===== src/rtl/fpu_issue_unit_if.sv =====
// Issue-queue handshake bundle between decode, the FPU hazard unit and fpu_issue_unit.
// Optional stall_count_o signal is present only when FPU_ISSUE_STATS_EN is defined.
interface fpu_issue_unit_if #(
    parameter int unsigned WIDTH = 32
);
    logic [WIDTH-1:0] instr_i;
    logic             instr_valid_i;
    logic             instr_ready_o;
    logic             flush_i;
    logic             hazard_i;
    logic [WIDTH-1:0] fpu_instr_o;
    logic             execute_o;
    logic             stall_o;
`ifdef FPU_ISSUE_STATS_EN
    logic [15:0]      stall_count_o;

    modport master (
        output instr_i, instr_valid_i, flush_i, hazard_i,
        input  instr_ready_o, fpu_instr_o, execute_o, stall_o, stall_count_o
    );
    modport slave (
        input  instr_i, instr_valid_i, flush_i, hazard_i,
        output instr_ready_o, fpu_instr_o, execute_o, stall_o, stall_count_o
    );
`else
    modport master (
        output instr_i, instr_valid_i, flush_i, hazard_i,
        input  instr_ready_o, fpu_instr_o, execute_o, stall_o
    );
    modport slave (
        input  instr_i, instr_valid_i, flush_i, hazard_i,
        output instr_ready_o, fpu_instr_o, execute_o, stall_o
    );
`endif
endinterface


===== src/rtl/fpu_issue_unit.sv =====
// In-order FPU issue queue: DEPTH-entry FIFO whose head issues unless a RAW hazard blocks it.
// Define FPU_ISSUE_STATS_EN to add a saturating 16-bit stall-cycle counter (stall_count_o).
module fpu_issue_unit #(
    parameter int unsigned WIDTH = 32,
    parameter int unsigned DEPTH = 2
) (
    input logic              clk_i,
    input logic              rst_i,
    fpu_issue_unit_if.slave  bus
);
    localparam int unsigned PtrW = (DEPTH > 1) ? $clog2(DEPTH) : 1;
    localparam int unsigned CntW = $clog2(DEPTH + 1);
    localparam logic [CntW-1:0] Full = CntW'(DEPTH);

    logic [WIDTH-1:0] mem_q [DEPTH];
    logic [PtrW-1:0]  rd_ptr_q, rd_ptr_d;
    logic [PtrW-1:0]  wr_ptr_q, wr_ptr_d;
    logic [CntW-1:0]  count_q, count_d;
    logic             not_empty;
    logic             ready;
    logic             push;
    logic             pop;

    // Handshake and issue decisions; ready looks at registered occupancy only.
    always_comb begin
        not_empty         = (count_q != '0);
        ready             = (count_q != Full);
        push              = bus.instr_valid_i && ready && !bus.flush_i;
        pop               = not_empty && !bus.hazard_i && !bus.flush_i;
        bus.instr_ready_o = ready;
        bus.execute_o     = pop;
        bus.stall_o       = not_empty && bus.hazard_i && !bus.flush_i;
        bus.fpu_instr_o   = not_empty ? mem_q[rd_ptr_q] : '0;
    end

    // Pointer/occupancy next state; pointers wrap naturally since DEPTH is a power of two.
    always_comb begin
        rd_ptr_d = rd_ptr_q;
        wr_ptr_d = wr_ptr_q;
        count_d  = count_q;
        if (bus.flush_i) begin
            rd_ptr_d = '0;
            wr_ptr_d = '0;
            count_d  = '0;
        end else begin
            if (push) wr_ptr_d = wr_ptr_q + PtrW'(1);
            if (pop)  rd_ptr_d = rd_ptr_q + PtrW'(1);
            unique case ({push, pop})
                2'b10:   count_d = count_q + CntW'(1);
                2'b01:   count_d = count_q - CntW'(1);
                default: count_d = count_q;
            endcase
        end
    end

    // Queue control state; reset wins over flush, push and pop.
    always_ff @(posedge clk_i) begin
        if (rst_i) begin
            rd_ptr_q <= '0;
            wr_ptr_q <= '0;
            count_q  <= '0;
        end else begin
            rd_ptr_q <= rd_ptr_d;
            wr_ptr_q <= wr_ptr_d;
            count_q  <= count_d;
        end
    end

    // Entry storage; contents need no reset because occupancy gates visibility.
    always_ff @(posedge clk_i) begin
        if (push) begin
            mem_q[wr_ptr_q] <= bus.instr_i;
        end
    end

`ifdef FPU_ISSUE_STATS_EN
    logic [15:0] stall_cnt_q;

    // Saturating count of cycles the head sat blocked by a hazard.
    always_ff @(posedge clk_i) begin
        if (rst_i) begin
            stall_cnt_q <= '0;
        end else if (bus.stall_o && (stall_cnt_q != 16'hFFFF)) begin
            stall_cnt_q <= stall_cnt_q + 16'd1;
        end
    end

    assign bus.stall_count_o = stall_cnt_q;
`endif
endmodule


===== src/flat_wrapper.sv =====
// flat-port wrapper written by rule: the top's interface ports become plain ports
module fpu_issue_unit_flat 
#(
    parameter int unsigned WIDTH = 32,
    parameter int unsigned DEPTH = 2
)
  (clk_i, rst_i, bus_instr_i, bus_instr_valid_i, bus_flush_i, bus_hazard_i, bus_instr_ready_o, bus_fpu_instr_o, bus_execute_o, bus_stall_o);
  fpu_issue_unit_if #(.WIDTH(WIDTH)) bus_i ();
  input logic clk_i;
  input logic rst_i;
  input wire logic [$bits(bus_i.instr_i)-1:0] bus_instr_i;
  input wire logic [$bits(bus_i.instr_valid_i)-1:0] bus_instr_valid_i;
  input wire logic [$bits(bus_i.flush_i)-1:0] bus_flush_i;
  input wire logic [$bits(bus_i.hazard_i)-1:0] bus_hazard_i;
  output wire logic [$bits(bus_i.instr_ready_o)-1:0] bus_instr_ready_o;
  output wire logic [$bits(bus_i.fpu_instr_o)-1:0] bus_fpu_instr_o;
  output wire logic [$bits(bus_i.execute_o)-1:0] bus_execute_o;
  output wire logic [$bits(bus_i.stall_o)-1:0] bus_stall_o;
  assign bus_i.instr_i = bus_instr_i;
  assign bus_i.instr_valid_i = bus_instr_valid_i;
  assign bus_i.flush_i = bus_flush_i;
  assign bus_i.hazard_i = bus_hazard_i;
  assign bus_instr_ready_o = bus_i.instr_ready_o;
  assign bus_fpu_instr_o = bus_i.fpu_instr_o;
  assign bus_execute_o = bus_i.execute_o;
  assign bus_stall_o = bus_i.stall_o;
  fpu_issue_unit #(.WIDTH(WIDTH), .DEPTH(DEPTH)) u_core (.clk_i(clk_i), .rst_i(rst_i), .bus(bus_i));
endmodule

===== config.mk =====
export PLATFORM = sky130hd
export DESIGN_NAME = fpu_issue_unit_flat
export DESIGN_NICKNAME = d
export VERILOG_FILES = /design/src/rtl/fpu_issue_unit_if.sv /design/src/rtl/fpu_issue_unit.sv /design/src/flat_wrapper.sv
export SDC_FILE = /design/constraint.sdc
export NUM_CORES = 1
export LEC_CHECK = 0
export CAP_MARGIN = 10
export CORE_UTILIZATION = 51
export DETAILED_ROUTE_END_ITERATION = 16
export PLACE_DENSITY = 0.83
export SLEW_MARGIN = 10
export SYNTH_ARGS = -nofsm -noshare
export SYNTH_HDL_FRONTEND = slang
export SYNTH_SLANG_ARGS = --single-unit

===== constraint.sdc =====
create_clock -name clk_i -period 7.2 [get_ports clk_i]
set_input_delay 1.44 -clock clk_i [delete_from_list [all_inputs] [get_ports clk_i]]
set_output_delay 1.44 -clock clk_i [all_outputs]
set_load 0.01 [all_outputs]

Word level (Yosys, flattened, before mapping)
Memories as Yosys holds them, arrays and structs flattened. A register that Yosys moved wholly into a read port is not among the register bits.
Cells that the tools add are included.
W data, S select, Z words.
{"block": "word_totals", "n_memories": 1, "mem_bits_rw": 64, "input_bits": 37, "out_inout_bits": 35, "ff_bits": 4}
{"block": "classes", "n_eq_ne": 3, "n_addsub": 4, "mux": 6, "n_reduce_logical": 11}
{"memory": "u_core.mem_q", "depth": 2, "width": 32, "rd": 1, "rd_clocked_by_memory_dff": 1, "write_ports": 1, "line": "fpu_issue_unit.sv:15", "text": "logic [WIDTH-1:0] mem_q [DEPTH];"}
{"operator": "$mux W32", "count": 1}
{"operator": "$logic_and A1 B1 Y1", "count": 6}
{"operator": "$mux W1", "count": 4}
{"operator": "$pmux W2 S2", "count": 1}
{"operator": "$reduce_bool A2 Y1", "count": 2}
{"operator": "$add A1 B1 Y1 const B", "count": 2}
{"operator": "$add A2 B1 Y2 const B", "count": 1}
{"operator": "$eq A2 B1 Y1 const B", "count": 1}
{"operator": "$eq A2 B2 Y1 const B", "count": 1}
{"operator": "$logic_not A1 Y1", "count": 2}
{"operator": "$ne A2 B2 Y1 const B", "count": 1}
{"operator": "$reduce_or A2 Y1", "count": 1}
{"operator": "$sub A2 B1 Y2 const B", "count": 1}

Depth between registers and ports, before layout
{"block": "depth", "word_depth": 5, "ltp_mapped": 6, "mapped_depth_nobuf": 6}

Least setup slack after synthesis
OpenSTA, ideal clock, no wires.
{"block": "synth_timing", "path_kind": "in2reg", "startpoint": "input bus_flush_i", "endpoint": "memory u_core.mem_q[0][0] (enable)", "stages": 2, "t_required_ps": 6779, "setup_ps": 421, "arrival_ps": 2998, "setup_slack_ps": 3781, "n_path_buf": 0, "cell_sequence": "nand3b_1 -> nor2_1"}
{"block": "synth_between", "elab_chain_cells": 4}
{"element": "start, declared", "line": "flat_wrapper.sv:13", "text": "input wire logic [$bits(bus_i.flush_i)-1:0] bus_flush_i;"}
{"element": "$logic_not A1 Y1", "line": "fpu_issue_unit.sv:28", "text": "push = bus.instr_valid_i && ready && !bus.flush_i;"}
{"element": "$logic_and A1 B1 Y1", "line": "fpu_issue_unit.sv:28"}
{"element": "$mux W1", "line": "fpu_issue_unit.sv:71", "text": "if (push) begin"}
{"element": "$mux W1 (implied by the code)", "line": "fpu_issue_unit.sv:72", "text": "mem_q[wr_ptr_q] <= bus.instr_i;"}
{"element": "end, declared", "line": "fpu_issue_unit.sv:15"}
Every way passes these cells.

Worst setup path in the final report
{"block": "layout_timing", "startpoint": "input bus_flush_i", "endpoint": "output bus_execute_o"}
{"block": "layout_between", "elab_chain_cells": 2}
{"element": "$logic_not A1 Y1", "line": "fpu_issue_unit.sv:29", "text": "pop = not_empty && !bus.hazard_i && !bus.flush_i;"}
{"element": "$logic_and A1 B1 Y1", "line": "fpu_issue_unit.sv:29"}
{"element": "end, declared", "line": "flat_wrapper.sv:17", "text": "output wire logic [$bits(bus_i.execute_o)-1:0] bus_execute_o;"}
Every way passes these cells.

==> flow_summary.json <==
{
  "finalNetCount": 277,
  "gr-total-overflow": 0,
  "ys_ff_latch": 69,
  "dieHeight_um": 74,
  "die_area_mm2": 0.00548,
  "synth_top_cell_by_area": "edfxtp_1",
  "status": "complete, no violations",
  "diodes": 0,
  "firstDrtPassIters": 4,
  "power_uw": 757,
  "synth_mux_area_share_pct": 12.1,
  "met1_length_mm": 1.94,
  "syn_area_per_cell_um2": 16.2,
  "crit_slowest_cell": "clkdlybuf4s50_1",
  "dpl-instance-area_mm2": 0.00342,
  "max_stage_delay_ps": 600,
  "hold_class": "flop to flop",
  "ys_seq_area_share_pct": 76.5,
  "slew_viol_final": 0,
  "clk_pin_slew_ps": 60,
  "path_class": "input port to primary output",
  "tritoncts": "yes",
  "setup_viol": 0,
  "cp-end-kind": "primary output",
  "io_buffers": 71,
  "antenna_found_initial": 0,
  "crit_top_cell": "clkdlybuf4s50_1",
  "setup_tns_ps": 0,
  "initial_utilization_pct": 54.5,
  "final_hold_viol_count": 0,
  "rsz0062_at_grt": "no",
  "drt-initial-drc-count": 65,
  "clkLatencyLatePin_ps": 330,
  "tightest_slew_ps": 981,
  "fill_cells": 326,
  "slew_headroom_pct": 34.6,
  "worstPathMaxFanout": 4,
  "clkSinkCount": 69,
  "cts_setup_buffers": 0,
  "syn_to_final_growth_pct": 35.0,
  "yosysTopAreaCellShare_pct": 72.7,
  "hpwl_mm": 2.98,
  "ios": 72,
  "ys_types": 21,
  "routedWlPerCell_um": 15.2,
  "ys_warn_count": 0,
  "cts.path.max_buffers": 2,
  "synth-compound-area-share_pct": 1.42,
  "synth-main-ff-cell": "edfxtp_1",
  "cap_viol_max_count": 0,
  "synth.most_common_cell": "edfxtp_1",
  "wirelength_mm": 4.71,
  "dr_wl_met2_mm": 2.44,
  "cts_root_buf": "clkbuf_8",
  "async_flop_share_pct": 0,
  "setup.worst_path.start_class": "input port",
  "post-route-drc-count": 0,
  "power.density_mw_per_mm2": 212,
  "ir_drop_mv": 0.163,
  "cp.arrival_ps": 2780,
  "highest_layer": "met4",
  "cts_inserted_buffers": 9,
  "max_freq_ghz": 0.237,
  "syn_area_mm2": 0.00264,
  "grt_pass1_wl_mm": 7.00,
  "h-tree-depth": 3,
  "required_ps": 5760,
  "period_share_pct": 58.7,
  "netlist_top_cells_area": "edfxtp_1, mux2i_1, nor2_1",
  "final_layout_size_suffix_gt1_share_pct": 7.00,
  "finalClockSkew_ps": 10.6,
  "grt.total_usage_pct": 18.2,
  "synth_top_family_by_area": "multiplexers",
  "path_cells": "clkdlybuf4s50_1 -> nor3_1 -> clkdlybuf4s50_1",
  "via_per_inst": 5.02,
  "synth_xor_area_share_pct": 0.663,
  "timing.final.crit_period_ps": 4220,
  "multi_input_area_um2": 591,
  "grt_pass1_vias": 1579,
  "hold_buffers": 0,
  "finalWeightedCongestion": 0.764,
  "met3RoutedLength_um": 238,
  "row_count": 25,
  "seqCellArea_mm2": 0.00202,
  "synth_edf_count": 64,
  "grt_max_degree": 33,
  "syn_inst": 163,
  "cts_resized": 0,
  "fin_area_mm2": 0.00357,
  "num_vias": 1557,
  "antenna_violating_nets_post_route": 0,
  "core_mm2": 0.00485,
  "synth-simple-area-share_pct": 7.10,
  "syn_nets": 201,
  "dieWidth_um": 74,
  "yosys-top-cells-count": "edfxtp_1, nor2_1, mux2i_1",
  "power_leakage_nw": 1.12,
  "synth_adder_area_share_pct": 0.473
}
layer usage:
metal  GRT usage [%]  up-vias
met5               0        -
met1            19.6      744
met3            5.56       10
li1                -      752
met2            32.1       51
met4            9.62        0
state kept, by name, indices dropped and copies added (netlist names), named ones only:
name,flops
u_core.count_q,2
u_core.mem_q,64
u_core.rd_ptr_q,1
u_core.wr_ptr_q,1
metrics by stage:
step / setup WS, ps / cells / hold slack (ps) / utilization (%)
2_1_floorplan: 3780 / 163 / 478 / -
3_3_place_gp: 3040 / 295 / 493 / 70.5
3_5_place_dp: 2980 / 295 / 511 / 70.5
4_1_cts: 2970 / 310 / 520 / 73.6
5_1_grt: 2890 / 310 / 557 / 73.6
6_report: 2980 / 310 / 516 / 73.6
cells in the final DEF (no fill, tap or decap), types with 2 or more instances in the layout:
master and instances:
nor2_1 33, clkbuf_8 9, mux2i_1 32, dfxtp_1 4, or3_1 2, nor2_4 2, clkinv_2 2, clkbuf_1 3
edfxtp_1 64, o21ai_0 2, a21oi_1 4, clkdlybuf4s50_1 71
critical path, delay by kind of cell:
kind,cells,cell delay (ps)
buffers and inverters,2,1060
and+or+nand+nor,1,290
report_power, final:
group | internal [mW] | switching, mW | leakage (nW)
registers | 0.451 | 0.00425 | 0.629
clock network | 0.121 | 0.122 | 0.0776
logic | 0.0335 | 0.0247 | 0.414
final timing paths:
path / startpoint / endpoint / slack (ps) / cells past startpoint
hold / removal: u_core.count_q[1]$_SDFFE_PP0P_ / u_core.count_q[1]$_SDFFE_PP0P_ / 520 / 2
hold reg to reg: u_core.count_q[1]$_SDFFE_PP0P_ / u_core.count_q[1]$_SDFFE_PP0P_ / 520 / 2
setup reg to reg: u_core.count_q[0]$_SDFFE_PP0P_ / u_core.count_q[1]$_SDFFE_PP0P_ / 5090 / 6
setup / recovery: bus_flush_i / bus_execute_o / 2980 / 3
final cells by class:
type	count	area share (%)
inverter	1	0.105
clock buffer	12	3.79
multi-input combinational	86	16.5
clock inverter	3	0.386
timing repair buffer	72	20.1
sequential	69	56.7
tap	67	2.35
cell families (layout without fill, tap and decap cells):
kind of cell             after synthesis  count (layout)
adder cells (fa/ha/maj)                1               1
flip-flops                            69              69
XOR/XNOR                               2               2
buffers and inverters                  8              88
AND/OR/NAND/NOR                       44              44
AO/OA/AOI/OAI                          7               7
multiplexers                          32              32
No activity file was read; power rests on OpenSTA's default activity.
